--- src/rtl/mem_arbiter.sv ---
`default_nettype none
// ============================================================================
// Module   : mem_arbiter
// Brief    : Round-robin arbiter/sequencer sharing one memory access unit
//            between the instruction-fetch port and the load/store port.
// Revision : 1.0
// ============================================================================
module mem_arbiter #(
    parameter int unsigned TIMEOUT = 1024
) (
    input  logic        clk,
    input  logic        reset_n,
    input  logic        if_req_valid,
    output logic        if_req_ready,
    input  logic [31:0] if_addr,
    output logic        if_rsp_valid,
    output logic [31:0] if_rsp_data,
    output logic [3:0]  if_rsp_fault,
    input  logic        d_req_valid,
    output logic        d_req_ready,
    input  logic        d_is_write,
    input  logic        d_is_unsigned,
    input  logic [1:0]  d_op,
    input  logic [31:0] d_addr,
    input  logic [31:0] d_wdata,
    output logic        d_rsp_valid,
    output logic [31:0] d_rsp_data,
    output logic [3:0]  d_rsp_fault,
    output logic        mem_available,
    output logic        mem_is_write,
    output logic        mem_is_unsigned,
    output logic [1:0]  mem_op,
    output logic [31:0] mem_addr,
    output logic [31:0] mem_in,
    input  logic [31:0] mem_out,
    input  logic        mem_busy,
    input  logic        mem_op_fault,
    input  logic        mem_addr_fault,
    input  logic        mem_access_fault,
    output logic        busy
);

    localparam int unsigned CNT_W = (TIMEOUT < 2) ? 1 : $clog2(TIMEOUT + 1);

    typedef enum logic [1:0] {
        S_IDLE  = 2'd0,
        S_ISSUE = 2'd1,
        S_WAIT  = 2'd2,
        S_RESP  = 2'd3
    } state_t;

    state_t         state_q;
    logic           last_grant_q;   // 1 = data port
    logic           owner_q;        // 1 = data port
    logic [CNT_W-1:0] cnt_q;

    logic           mem_available_q;
    logic           mem_is_write_q;
    logic           mem_is_unsigned_q;
    logic [1:0]     mem_op_q;
    logic [31:0]    mem_addr_q;
    logic [31:0]    mem_in_q;

    logic           if_rsp_valid_q;
    logic [31:0]    if_rsp_data_q;
    logic [3:0]     if_rsp_fault_q;
    logic           d_rsp_valid_q;
    logic [31:0]    d_rsp_data_q;
    logic [3:0]     d_rsp_fault_q;

    logic           w_grant_if;
    logic           w_grant_d;
    logic           w_timeout;
    logic           w_done;
    logic [31:0]    rsp_data_d;
    logic [3:0]     rsp_fault_d;

    // Ties go to whichever port did not win the previous grant.
    always_comb begin
        w_grant_if = 1'b0;
        w_grant_d  = 1'b0;
        if (state_q == S_IDLE && !mem_busy) begin
            if (if_req_valid && d_req_valid) begin
                w_grant_d  = ~last_grant_q;
                w_grant_if = last_grant_q;
            end else begin
                w_grant_if = if_req_valid;
                w_grant_d  = d_req_valid;
            end
        end
    end

    assign w_timeout   = (TIMEOUT != 0) && mem_busy && (32'(cnt_q) == TIMEOUT);
    assign w_done      = !mem_busy || w_timeout;
    assign rsp_data_d  = mem_busy ? 32'h0 : mem_out;
    assign rsp_fault_d = mem_busy ? 4'b1000
                                  : {1'b0, mem_access_fault, mem_addr_fault, mem_op_fault};

    always_ff @(posedge clk or negedge reset_n) begin
        if (!reset_n) begin
            state_q           <= S_IDLE;
            last_grant_q      <= 1'b0;
            owner_q           <= 1'b0;
            cnt_q             <= '0;
            mem_available_q   <= 1'b0;
            mem_is_write_q    <= 1'b0;
            mem_is_unsigned_q <= 1'b0;
            mem_op_q          <= 2'b00;
            mem_addr_q        <= 32'h0;
            mem_in_q          <= 32'h0;
            if_rsp_valid_q    <= 1'b0;
            if_rsp_data_q     <= 32'h0;
            if_rsp_fault_q    <= 4'h0;
            d_rsp_valid_q     <= 1'b0;
            d_rsp_data_q      <= 32'h0;
            d_rsp_fault_q     <= 4'h0;
        end else begin
            if_rsp_valid_q <= 1'b0;
            d_rsp_valid_q  <= 1'b0;
            case (state_q)
                S_IDLE: begin
                    if (w_grant_if || w_grant_d) begin
                        owner_q           <= w_grant_d;
                        last_grant_q      <= w_grant_d;
                        mem_available_q   <= 1'b1;
                        mem_addr_q        <= w_grant_d ? d_addr : if_addr;
                        mem_op_q          <= w_grant_d ? d_op : 2'b10;
                        mem_is_write_q    <= w_grant_d & d_is_write;
                        mem_is_unsigned_q <= w_grant_d & d_is_unsigned;
                        mem_in_q          <= w_grant_d ? d_wdata : 32'h0;
                        state_q           <= S_ISSUE;
                    end
                end
                S_ISSUE: begin
                    cnt_q   <= '0;
                    state_q <= S_WAIT;
                end
                S_WAIT: begin
                    if (w_done) begin
                        // Dropping mem_available here gives the unit its idle re-arm cycle.
                        mem_available_q <= 1'b0;
                        state_q         <= S_RESP;
                        if (owner_q) begin
                            d_rsp_valid_q <= 1'b1;
                            d_rsp_data_q  <= rsp_data_d;
                            d_rsp_fault_q <= rsp_fault_d;
                        end else begin
                            if_rsp_valid_q <= 1'b1;
                            if_rsp_data_q  <= rsp_data_d;
                            if_rsp_fault_q <= rsp_fault_d;
                        end
                    end else begin
                        cnt_q <= cnt_q + 1'b1;
                    end
                end
                S_RESP: begin
                    state_q <= S_IDLE;
                end
                default: begin
                    state_q <= S_IDLE;
                end
            endcase
        end
    end

    assign if_req_ready    = w_grant_if;
    assign d_req_ready     = w_grant_d;
    assign if_rsp_valid    = if_rsp_valid_q;
    assign if_rsp_data     = if_rsp_data_q;
    assign if_rsp_fault    = if_rsp_fault_q;
    assign d_rsp_valid     = d_rsp_valid_q;
    assign d_rsp_data      = d_rsp_data_q;
    assign d_rsp_fault     = d_rsp_fault_q;
    assign mem_available   = mem_available_q;
    assign mem_is_write    = mem_is_write_q;
    assign mem_is_unsigned = mem_is_unsigned_q;
    assign mem_op          = mem_op_q;
    assign mem_addr        = mem_addr_q;
    assign mem_in          = mem_in_q;
    assign busy            = (state_q != S_IDLE);

endmodule
`default_nettype wire

--- config.mk ---
export PLATFORM = sky130hd
export DESIGN_NAME = mem_arbiter
export DESIGN_NICKNAME = d
export VERILOG_FILES = /design/src/rtl/mem_arbiter.sv
export SDC_FILE = /design/constraint.sdc
export NUM_CORES = 1
export LEC_CHECK = 0
export ABC_AREA = 1
export CORE_MARGIN = 10
export CORE_UTILIZATION = 44
export CTS_BUF_LIST = sky130_fd_sc_hd__clkbuf_4
export DETAILED_ROUTE_END_ITERATION = 10
export PLACE_DENSITY = 0.82
export REMOVE_ABC_BUFFERS = 1
export SYNTH_ARGS = -nofsm -noshare
export SYNTH_HDL_FRONTEND = slang
export SYNTH_SLANG_ARGS = --single-unit
--- constraint.sdc ---
create_clock -name clk -period 2 [get_ports clk]
set_input_delay 0.2 -clock clk [delete_from_list [all_inputs] [get_ports clk]]
set_output_delay 0.2 -clock clk [all_outputs]
set_load 0.03 [all_outputs]
==> results of run 1 <==
==> cells in the final DEF (no fill, tap or decap) <==
cell type / netlist / final
a22o_1: 35 / 35
buf_12: 1 / 11
buf_4: 7 / 25
buf_6: 8 / 2
buf_8: 1 / 1
bufinv_16: 0 / 1
clkbuf_4: 0 / 20
clkdlybuf4s50_1: 0 / 281
clkinv_1: 0 / 4
clkinv_2: 0 / 1
clkinv_4: 0 / 3
clkinvlp_4: 0 / 1
dfrtp_1: 157 / 157
dlygate4sd2_1: 0 / 1
dlygate4sd3_1: 0 / 1
ha_1: 6 / 4
ha_2: 0 / 2
inv_1: 25 / 22
inv_2: 3 / 4
inv_4: 1 / 1
inv_8: 0 / 1
nand2_1: 278 / 278
nand2_2: 11 / 11
nand2_4: 1 / 1
nand3_1: 53 / 53
nand3_2: 2 / 1
nand3_4: 3 / 4
nand4_1: 77 / 77
nor2_1: 16 / 16
nor2_4: 1 / 1
o21ai_1: 1 / 1
o22a_1: 1 / 1
or2_2: 2 / 2
xor2_1: 4 / 4
==> registers in the layout, summed over array words and instances, names as in the netlist <==
register and flops:
mem_is_write 1, mem_addr 32, cnt_q 11, d_rsp_fault 4, state_q 2, mem_in 32, mem_available 1, mem_is_unsigned 1
mem_op 2, owner_q 1, if_rsp_data 32, d_rsp_valid 1, if_rsp_fault 4, if_rsp_valid 1, d_rsp_data 32
==> power breakdown <==
group / switching, mW / internal (mW) / total [mW]
Combinational: 5.55 / 3.63 / 9.19
Sequential: 0.783 / 4.53 / 5.31
Clock: 1.06 / 0.623 / 1.68
Total: 7.39 / 8.78 / 16.2
==> what timing repair did <==
item / in CTS / in global routing
buffers inserted: 8 / 1
gates resized for setup: 12 / 3
endpoints found under the hold margin: 143 / 0
hold buffers: 1 / 0
pin swaps: 3 / 2
setup endpoints to repair: 3 / 2
==> final cells by class <==
class / count / share of cell area
clock buffer: 20 / 0.01463
clock inverter: 9 / 0.007317
inverter: 29 / 0.01207
multi-input combinational: 491 / 0.2407
sequential: 157 / 0.3829
tap: 188 / 0.02293
timing repair buffer: 322 / 0.3194
==> cell families (layout without fill, tap and decap cells) <==
| logic type | Yosys count | count (layout) | share of synthesized area |
|---|---|---|---|
| buffers and inverters | 78 | 380 | 0.06263 |
| AOI/OAI and AO/OA | 37 | 37 | 0.04701 |
| DFF | 157 | 157 | 0.5767 |
| adders and majority gates | 6 | 6 | 0.01102 |
| and+or+nand+nor | 444 | 444 | 0.2975 |
| xor gates and xnor gates | 4 | 4 | 0.005142 |
==> through the flow <==
| stage | cell area, µm² | power, mW | TNS (ns) | worst slack, ns |
|---|---|---|---|---|
| after detailed placement | 9925 | 14.51 | 0 | 0.2540 |
| after floorplan | 6497 | 10.04 | -117.02 | -1.040 |
| after global routing | 10260 | 17.03 | 0 | 0.006706 |
| after CTS | 10250 | 16.32 | 0 | 0.007019 |
| after global placement | 9925 | 14.34 | 0 | 0.3180 |
| final | 10260 | 16.18 | 0 | 0.08855 |
==> path summary, 6_finish.rpt <==
check | startpoint | end | slack, ns | cells after the start
setup / recovery | state_q[1] | d_req_ready | 0.09 | 7
hold / removal | reset_n | d_rsp_data[16] | 0.15 | 2
setup reg to reg | state_q[1] | mem_in[29] | 0.19 | 10
hold reg to reg | d_rsp_data[26] | d_rsp_data[26] | 0.48 | 2
max in group asynchronous | reset_n | mem_addr[3] | 1.22 | 3
min in group clk | if_addr[26] | mem_addr[26] | 0.21 | 3
==> layer usage <==
layer	share of wire	GRT usage
met3	0.13	0.1118
met2	0.48	0.3745
met1	0.37	0.2541
met5	0.00037	0
met4	0.022	0.07819
==> worst max-delay path, cell delays in order (launching register included) <==
cell and delay [ns]:
dfrtp_1 0.42, inv_2 0.07, ha_2 0.19, inv_2 0.05
nor2_4 0.13, nand3_4 0.12, inv_8 0.08, buf_8 0.12
==> reports/metrics.csv, run 1 <==
metric;value;unit
area of the die;20860;µm²
Wirelength per Cell;19.98;µm
Post-synth top cells;nand2_1, dfrtp_1, nand4_1;
outcome;complete, no violations;
Req. time, crit path;1.80;ns
diodes inserted;0;
Worst setup SP type;register;
Pins Over Slew Limit;0;
max-cap violations;0;
Clock Tree Buf Depth;2;
register area share after synthesis;0.5767;
first-pass GRT wire length;36.50;mm
Clock Latency Late Sink;0.54;ns
Hold Crit Class;in2async;
Avg Cell Area, Syn;9.384;µm²
top_reg_cell synth;dfrtp_1;
Root Buffer;clkbuf_4;
multi-input logic area;2470;µm²
placer congestion estimate;0.8358;
Post-synth ARST share;1.000;
Yosys top cell area share;0.5767;
post-route DRC violation count;0;
Reg clk slew, reported paths;0.13;ns
Remaining Overflow, GRT;0;
pwr/cell area;1577;nW/µm²
Synth warnings;0;
worst-path maximum fanout;2;
maximum vdd ir drop;0.0007958;V
initial antenna violation count;1;
Worst slew margin;0.6802;
flip-flop and latch count after synthesis;157;
Vias/cell;5.200;
top cells by area, synth;dfrtp_1, nand2_1, nand4_1;
DR vias;6323;
DRT Wirelength;24.30;mm
count of input and output buffers;285;
Site Rows;45;
clock sink total;157;
filler cell count;1200;
Layout Nets;1164;
CTS tree;yes;
Total Routing Usage GR;0.2287;
share of layout cells above drive strength 1;0.09047;
core footprint;15200;µm²
P_leak;4.917;nW
crit path DAT;1.71;ns
Final Util;0.6749;
hold slack;0.1468;ns
die height;144.4;µm
Setup violations, final;0;
Post-synth EDFFs;0;
Routed Antenna Nets;0;
CTS buffer count;17;
final critical-path share of the clock period;0.9557;
Finished Layout Cells;1216;
Sequential Area;3929;µm²
min Tclk post-route;1.911;ns
Slew @ Worst Pin;0.4797;ns
post-synth top area cell;dfrtp_1;
I/O Pins;286;
count of final hold-check violations;0;
cell count after placement;1177;
area grow syn2layout;50.60;%
Worst setup EP type;output port;
Yosys cell types;25;
Clock Skews;0.01980;ns
1st-iter DRT viols;330;
count leader, synth;nand2_1;
synthesized area;6813;µm²
iteration count of the initial detailed-routing pass;4;
hpwl dp;18.08;mm
initial core utilization;0.4481;
H-tree depth;4;
FMAX;0.5232;GHz
largest net degree at the start of global routing;62;
CP Class;reg2out;
RSZ-0062 raised after global routing;no;
Post-Synthesis Cells;726;
Die W;144.4;µm
vias in the first global route;6317;
No activity file was read; power rests on OpenSTA's default activity.
==> run 2: changes to the inputs <==
--- a/config.mk
+++ b/config.mk
@@ -7,10 +7,11 @@
 export LEC_CHECK = 0
 export ABC_AREA = 1
 export CORE_MARGIN = 10
-export CORE_UTILIZATION = 44
+export CORE_UTILIZATION = 50
 export CTS_BUF_LIST = sky130_fd_sc_hd__clkbuf_4
 export DETAILED_ROUTE_END_ITERATION = 10
-export PLACE_DENSITY = 0.82
+export DONT_BUFFER_PORTS = 1
+export RECOVER_POWER = 100
 export REMOVE_ABC_BUFFERS = 1
 export SYNTH_ARGS = -nofsm -noshare
 export SYNTH_HDL_FRONTEND = slang
==> reports/metrics.csv, run 2 (synthesized netlist as in run 1, its figures left out) <==
metric;value;unit;change
outcome;finished, violations left;;
failing checks;negative hold slack;;
DRT Wirelength;23.58;mm;-3.0%
most frequent cells in the layout;nand2_1, dfrtp_1, dlygate4sd3_1, nand4_1, nand3_1;;
RSZ-0062 raised after global routing;yes;;
P_leak;4.424;nW;-10%
min Tclk post-route;1.969;ns;+0.05783 ns
Reg power frac;0.615;;+0.287
Site Rows;42;;-6.7%
Hold Crit Class;in2async;;
largest net degree at the start of global routing;158;;+150%
setup TNS;0;ns;unchanged
Remaining Overflow, GRT;0;;unchanged
Worst setup EP type;output port;;
CP Class;reg2out;;
Crit Reg-Reg Endpoint;mem_op[1];;
H-tree depth;4;;unchanged
CTS tree;yes;;
die height;136.7;µm;-5.3%
area of the die;18700;µm²;-10%
Finished Layout Cells;1068;;-12%
maximum vdd ir drop;0.0008519;V;+7.0%
Total Routing Usage GR;0.2467;;+0.01804
count of input and output buffers;0;;-100%
first-pass GRT wire length;35.87;mm;-1.7%
final critical-path share of the clock period;0.9846;;+0.02892
Root Buffer;clkbuf_4;;
CTS buffer count;17;;unchanged
crit path DAT;1.77;ns;+0.06 ns
Layout Nets;1021;;-12%
Die W;136.7;µm;-5.3%
Clock Tree Buf Depth;2;;unchanged
cell count after placement;874;;-26%
FF-to-FF Start;state_q[0];;
hpwl dp;15.36;mm;-15%
core footprint;13300;µm²;-13%
I/O Pins;286;;unchanged
1st-iter DRT viols;499;;+51%
DR vias;6047;;-4.4%
Setup WS post-layout;0.03071;ns;-0.05783 ns
hold slack;-0.6805;ns;-0.8273 ns
Worst setup SP type;register;;
worst-path maximum fanout;2;;unchanged
max-cap violations;0;;unchanged
Wirelength per Cell;22.07;µm;+10%
Pins Over Slew Limit;0;;unchanged
r2r setup slk;0.07;ns;-0.12 ns
placer congestion estimate;0.8906;;+6.6%
pwr/cell area;1564;nW/µm²;-0.81%
Post-DP Area;6978;µm²;-30%
Final Util;0.6653;;-0.009642
Worst slew margin;0.5801;;-0.1001
Final Cell Area;8845;µm²;-14%
Clock Skews;0.02184;ns;+0.002039 ns
Clock Latency Late Sink;0.57;ns;+0.03 ns
Vias/cell;5.662;;+8.9%
area grow syn2layout;29.83;%;
hold-fix buffers at CTS;143;;+142
Reg clk slew, reported paths;0.15;ns;+0.02 ns
initial antenna violation count;1;;unchanged
clock power share;0.125;;+0.021
initial core utilization;0.5124;;+0.06427
count of final hold-check violations;157;;+157
R2R cell count;8;;-2
total power;13.83;mW;-14%
sw frac;0.5278;;+0.07062
Slew @ Worst Pin;0.6289;ns;+0.1493 ns
FMAX;0.5078;GHz;-2.9%
power share of the combinational group;0.261;;-0.307
pre-CTS setup slack;0.1701;ns;-0.08389 ns
post-route DRC violation count;0;;unchanged
Setup violations, final;0;;unchanged
iteration count of the initial detailed-routing pass;5;;+1
clock sink total;157;;unchanged
Req. time, crit path;1.80;ns;about the same
share of layout cells above drive strength 1;0.1104;;+0.01989
Net Switching;7.300;mW;-1.3%
Internal;6.532;mW;-26%
commonest non-fill, non-tap cell in the layout;nand2_1;;
Routed Antenna Nets;0;;unchanged
vias in the first global route;5937;;-6.0%
==> run 2: cell types whose count changed in the layout (fill, tap and decap cells not counted), moves of 3 or more <==
| cell | change |
|---|---|
| clkdlybuf4s50_1 | -281 |
| dlygate4sd3_1 | +142 |
| clkinv_1 | -4 |
| diode_2 | +4 |
| inv_6 | +4 |
| buf_12 | -3 |
==> run 2: power groups by stage <==
stage / Clock, mW / Combinational, mW / Sequential, mW
after floorplan: 0 / 2.05 / 7.99
after global placement: 0 / 2.91 / 8.56
after detailed placement: 0 / 3.05 / 8.55
after CTS: 1.78 / 3.53 / 8.49
after global routing: 1.90 / 4.02 / 8.64
final: 1.73 / 3.60 / 8.50
==> run 2: routing by layer <==
| layer | track usage | vias to the layer above | part of all wire | wire (µm) |
|---|---|---|---|---|
| met1 | 0.2869 | 2926 | 0.36 | 8579 |
| met3 | 0.09934 | 48 | 0.12 | 2827 |
| met5 | 0 | - | 0 | 0 |
| met4 | 0.1036 | 0 | 0.035 | 818 |
| li1 | - | 2733 | - | - |
| met2 | 0.3968 | 340 | 0.48 | 11350 |
==> run 2: how the worst max path moves through the flow <==
| stage | slack, ns | from | cells past startpoint | to |
|---|---|---|---|---|
| 2_1_floorplan | -1.04 | state_q[0] | 6 | cnt_q[0] |
| 3_3_place_gp | 0.25 | state_q[0] | 9 | mem_in[25] |
| 3_5_place_dp | 0.17 | state_q[0] | 9 | mem_addr[11] |
| 4_1_cts | -0.04 | state_q[1] | 8 | if_req_ready |
| 5_1_grt | -0.06 | state_q[1] | 8 | if_req_ready |
| 6_report | 0.03 | state_q[0] | 8 | if_req_ready |
==> run 2: repair_timing <==
action                                  4_1_cts  5_1_grt
pin swaps                                     4        3
endpoints found under the setup margin        2        5
buffers inserted                             11        3
gates cloned                                  1        0
endpoints found under the hold margin       306      157
gates resized for setup                      12        2
==> run 2: layout make-up <==
class	instances	area [µm²]
Antenna cell	4	10.01
Clock buffer	18	135.1
Clock inverter	14	111.4
Fill cell	1008	4451
Inverter	29	123.9
Multi-Input combinational cell	491	2480
Sequential cell	157	3930
Tap cell	176	220.2
Timing Repair Buffer	179	1834
==> run 2: critical path: stages, from the launching register on <==
cell and delay [ns]:
dfrtp_1 0.41, inv_2 0.09, ha_4 0.15, inv_4 0.04, nor2_4 0.14, nand3_4 0.10, inv_4 0.07, buf_12 0.11
buf_12 0.11
==> variant 1 (flow settings as in run 1) <==
The parameter `TIMEOUT` goes from 1024 to 4096.
--- a/src/rtl/mem_arbiter.sv
+++ b/src/rtl/mem_arbiter.sv
@@ -8,3 +8,3 @@
 module mem_arbiter #(
-    parameter int unsigned TIMEOUT = 1024
+    parameter int unsigned TIMEOUT = 4096
 ) (
Behaviour: same outputs for any inputs over 4 cycles, from zero or initial values and one cycle with reset_n low; that may be too few to reach the edited logic, so the function may still have changed.
==> variant 1 against run 1 <==
- power up 1.1%
- wire length up 0.70%
- die area up 1.6%
- synthesized cell count up 4.7%
- design area up 1.6%
- critical path type unchanged
- sequential cell count up 2
- worst setup slack worse by 0.031 ns
- synthesized area up 1.9%
==> variant 1: results (changes against run 1) <==
- The count of clock buffers in the final design was 17 (-15%).
- After synthesis, the cell types taking the most area are sky130_fd_sc_hd__dfrtp_1 (57%), sky130_fd_sc_hd__nand2_1 (17%), sky130_fd_sc_hd__nand4_1 (6.7%).
- The maximum vdd ir drop was 0.956 mV (+20%).
- The vias per cell was 5.20 (about the same).
- Maximum fanout encountered on the critical timing path: 5 (+3)
- Pin count of the biggest net entering global routing: 71 (+15%)
- The all-layer global routing usage is 0.226 (-0.00277).
- The number of setup violations in the final report is 0 (unchanged).
- The total vias in the final route came to 6616 (+4.6%).
- The combined area of the multi-input logic cells came to 2580 um^2 (+4.5%).
- Power Internal: 8.81 mW (+0.28%)
* Total Nets Final: 1193 (+2.5%)
* Vias in the first global route: 6389 (+1.1%)
* Cells after synthesis: 760 (+4.7%)
* Non-clock buffer total of the final layout: 319 (-0.93%)
- The count of buffers inserted at the top-level ports was 285 (unchanged).
- Outcome: completed
* Register area share after synthesis: 0.573 (-0.00350)
- Area-dominant class: registers
- Number of gates resized after cts: 16 (+4)
* Average detailed-routed wire length per instance: 19.2 um (-3.7%)
- Max Buffers Root-to-Sink: 2 (unchanged)
* Global-route wire length before repair: 37.7 mm (+3.4%)
- Number of unique standard cell types used by synthesis: 29 (+16%)
* Class of the tightest hold or removal check: primary input to asynchronous set/reset pin
- The initial detailed-routing violation count was 365 (+11%).
* Worst path arrival time: 1.74 ns (+0.03 ns)
- Relative max-transition margin: 0.608 (-0.0724)
- For the worst-skew pair, the clock arrives at the later sink with an insertion delay of 0.55 ns.
- Multi-input combinational cell count: 522 (+6.3%)
- The final worst clock skew was 0.0218 ns (+0.00195 ns).
* Category of the critical setup timing path: flip-flop to primary output
- The final HPWL from detailed placement was 18.1 mm (about the same).
- The clock tree cell share of total cell area was 0.0253 (+0.00338).
- The inverter count is 28 (-3.4%).
- R2r endpoint: mem_in[24]
- Yosys reg bits: 159 (+1.3%)
- For this run, the slowest stage of the critical path takes approximately 0.43 ns.
* Fraction of area in registers: 0.382 (-0.00122)
* Worst hold slack across all endpoints: 0.199 ns (+0.0518 ns)
* Antenna fix cells: 1 (+1)
- In this run the clock root is driven by a sky130_fd_sc_hd__clkbuf_4.
* Proportion of layout cells with a drive suffix above 1: 0.0821 (-0.00839)
* Worst setup timing slack at the placement stage: 0.223 ns (-0.0312 ns)
- The final number of hold-violating endpoints is 0 (unchanged).
- Worst Setup EP: d_req_ready
- Minimum period implied by the final worst setup slack: 1.94 ns (+0.0309 ns)
- The final RePlAce weighted congestion is 0.889 (+6.4%).
* Top cell types by occurrence after synthesis: sky130_fd_sc_hd__nand2_1 (306), sky130_fd_sc_hd__dfrtp_1 (159), sky130_fd_sc_hd__nand4_1 (74)
- The fill cell instance count of the final layout came to 1229 (+2.4%).
- Number of antenna violations at the first check in global routing: 1 (unchanged)
- The slowest stage of the critical path is the sky130_fd_sc_hd__dfrtp_1 cell.
- Area taken by flip-flops and latches: 3980 um^2 (+1.3%)
* LEAKAGE: 4.94 nW (+0.44%)
- Non-clock buffers, area share: 0.309 (-0.0108)
variant 1: cell count changes after synthesis, moves of 3 or more:
cell | before | now
sky130_fd_sc_hd__buf_1 | 0 | 6
sky130_fd_sc_hd__buf_6 | 8 | 11
sky130_fd_sc_hd__clkbuf_1 | 18 | 13
sky130_fd_sc_hd__nand2_1 | 278 | 306
sky130_fd_sc_hd__nand2_2 | 11 | 1
sky130_fd_sc_hd__nand3_1 | 53 | 59
sky130_fd_sc_hd__nand4_1 | 77 | 74
sky130_fd_sc_hd__nor2_1 | 16 | 22
sky130_fd_sc_hd__xor2_1 | 4 | 1
variant 1: cell families after synthesis:
group | synth area share
AO/OA/AOI/OAI | 0.0469
buffers and inverters | 0.0602
flip-flops | 0.573
adder cells (fa/ha/maj) | 0.0108
AND/OR/NAND/NOR | 0.305
XOR/XNOR | 0.00379
variant 1: metal layers:
layer  track usage  up-vias  part of all wire
li1              -     3106                 -
met2         0.376      280              0.49
met1         0.268     3196              0.40
met5             0        -                 0
met3        0.0686       34             0.080
met4        0.0885        0             0.028
variant 1: worst max-delay path: cells and delay by family (launching register included):
kind                     cells  cell delay [ns]
adder cells (fa/ha/maj)      1             0.16
buffers and inverters        4             0.35
flip-flops                   1             0.43
AND/OR/NAND/NOR              2             0.27
variant 1: power groups by stage:
stage / clock network (mW) / logic (mW) / registers [mW]
6_report: 1.82 / 9.19 / 5.34
5_1_grt: 2.00 / 9.74 / 5.50
4_1_cts: 1.88 / 9.25 / 5.33
3_5_place_dp: 0 / 9.05 / 5.38
3_3_place_gp: 0 / 8.94 / 5.36
2_1_floorplan: 0 / 2.05 / 8.00
==> variant 2 (settings of run 1) <==
Made on the original files. Make the reset (`reset_n`) synchronous in one clocked block.
--- a/src/rtl/mem_arbiter.sv
+++ b/src/rtl/mem_arbiter.sv
@@ -98,3 +98,3 @@
 
-    always_ff @(posedge clk or negedge reset_n) begin
+    always_ff @(posedge clk) begin
         if (!reset_n) begin
Formal check against the unedited RTL: differs if reset_n is asserted again (counterexample within 4 cycles, from zero or initial values and one cycle with reset_n low); with reset_n held inactive, the same outputs for 4 cycles.
==> variant 2 against run 1 <==
- clock skew up 0.00072 ns
- worst hold slack worse by 0.044 ns
- global-route usage fell by 2.0 points
- wire length shrank 3.8%
- via count is 18% higher
- non-clock buffer count shrank 10
- synthesized area is 3.7% higher
- register-to-register slack hardly changed
- worst setup slack improved by 0.0031 ns
- core utilization fell by 0.84 points
- design area up 2.8%
- sequential cell count stayed put
- critical path type unchanged
- critical endpoint is now if_req_ready
- highest routed layer is now met4
Power is not compared: it rests on default switching activity, and its combinational part moved more than twofold at a synthesized area within 25%.
==> variant 2: results (changes against run 1) <==
- Synthesized-area fraction occupied by ao, oa, aoi and oai cells: 0.0390 (-0.00804)
- Met1 layer usage reported by global route: 0.245 (-0.00913)
- The number of standard cells in the final layout excluding fillers is 1594 (+31%).
- Cells after synthesis: 1092 (+50%)
- HPWL after detailed placement: 16.8 mm (-7.0%)
* Top cell types by occurrence after synthesis: sky130_fd_sc_hd__nand2_1 (420), sky130_fd_sc_hd__inv_1 (170), sky130_fd_sc_hd__dfxtp_1 (157)
- The xor and xnor fraction of the mapped netlist area came to 0 (-0.00514).
* Maximum fanout encountered on the critical timing path: 3 (+1)
- The number of detailed-route iterations in the first pass was 5 (+1).
- GR Layer Usage met2: 0.332 (-0.0425)
- Class of the tightest hold or removal check: primary input to flip-flop
- Dominant delay contributor by cell family on the critical path: buffers and inverters
- Among all flip-flop cells after synthesis, the most frequent one is sky130_fd_sc_hd__dfxtp_1.
* Startpoint of the most critical register-to-register path: state_q[0]
* Proportion of layout cells with a drive suffix above 1: 0.0631 (-0.0273)
* Final worst setup slack: 0.0916 ns (+0.00310 ns)
- Slowest Stage Delay on Critical Path: 0.35 ns (-0.07 ns)
- Following the worst setup path forward leads to its endpoint at if_req_ready.
- Initial DRC count: 437 (+32%)
- The met3 layer usage reported by global route was 0.0936 (-0.0182).
* Final worst clock skew: 0.0205 ns (+0.000722 ns)
* Register area share after synthesis: 0.445 (-0.132)
- The vias per cell is 4.66 (-10%).
- Placer Congestion: 0.832 (-0.50%)
* Share of synthesized cell area in full adder, half adder and majority cells: 0.0106 (-0.000389)
* Worst Max-Slew Pin Slew: 0.483 ns (+0.00298 ns)
* Total Nets Final: 1511 (+30%)
- The proportion of register bits with asynchronous set or reset after synthesis was 0 (-1.00).
* Number of unique standard cell types used by synthesis: 26 (+4.0%)
* Cell with the biggest individual delay on the critical path: sky130_fd_sc_hd__dfxtp_2
* Worst setup timing slack at the placement stage: 0.228 ns (-0.0258 ns)
* Post-Place Cell Area: 10100 um^2 (+1.8%)
* Number of antenna violations at the first check in global routing: 0 (-1)
- Vias in the first global route: 6926 (+9.6%)
* Origin of the worst setup path: state_q[1]
* Global-route wire length before repair: 36.6 mm (+0.34%)
* Cells on worst reg2reg path: 9 (-1)
* Synth top area cells: sky130_fd_sc_hd__dfxtp_1 (45%), sky130_fd_sc_hd__nand2_1 (22%), sky130_fd_sc_hd__inv_1 (9.0%)
- The fill cell instance count of the final layout was 1375 (+15%).
- The all-layer global routing usage came to 0.208 (-0.0202).
* Worst hold slack across all endpoints: 0.102 ns (-0.0443 ns)
- R2r endpoint: cnt_q[4]
- The wire length after detailed routing came to 23.4 mm (-3.8%).
* Outcome: completed
* Pin count of the biggest net entering global routing: 110 (+77%)
-- variant 2: cell types whose count changed after synthesis, moves of 47 or more --
cell                      change
sky130_fd_sc_hd__dfrtp_1    -157
sky130_fd_sc_hd__nand2_1    +142
sky130_fd_sc_hd__dfxtp_1    +157
sky130_fd_sc_hd__nor2_1     +117
sky130_fd_sc_hd__inv_1      +145
sky130_fd_sc_hd__nand4_1     -47
-- variant 2: what timing repair did --
action                     4_1_cts  5_1_grt
pin swaps                        3        4
setup endpoints to repair        3        6
resized for setup               18        5
buffers inserted                 6        2
gates cloned                     1        0
-- variant 2: cell families after synthesis --
family,after synthesis
compound gates,52
fa+ha+maj,6
buf+inv,233
flops,157
simple gates,644
-- variant 2: final cells by class --
class	instances	area (um^2)	share of cell area
clock inverter	15	171	0.0162
timing repair buffer	312	3170	0.301
tap	216	270	0.0256
multi-input combinational	702	2990	0.283
inverter	175	672	0.0637
sequential	157	3150	0.298
clock buffer	17	128	0.0121
-- variant 2: worst reg2reg max path, stage by stage, from the launching register on --
cell	delay [ns]
sky130_fd_sc_hd__dfxtp_2	0.36
sky130_fd_sc_hd__inv_4	0.06
sky130_fd_sc_hd__buf_4	0.11
sky130_fd_sc_hd__ha_1	0.29
sky130_fd_sc_hd__inv_1	0.18
sky130_fd_sc_hd__nand2_1	0.23
sky130_fd_sc_hd__nand2_2	0.19
sky130_fd_sc_hd__nor2_2	0.20
sky130_fd_sc_hd__nand2_1	0.08
sky130_fd_sc_hd__nand2_1	0.07
-- variant 2: per-layer routing --
metal,up-vias,part of all wire
li1,3790,-
met1,3349,0.41
met2,272,0.46
met3,22,0.11
met4,0,0.018
met5,-,0
-- variant 2: report_power, final --
part / switching [mW] / internal [mW]
clock: 1.17 / 0.861
sequential: 0.213 / 3.50
combinational: 2.19 / 1.48
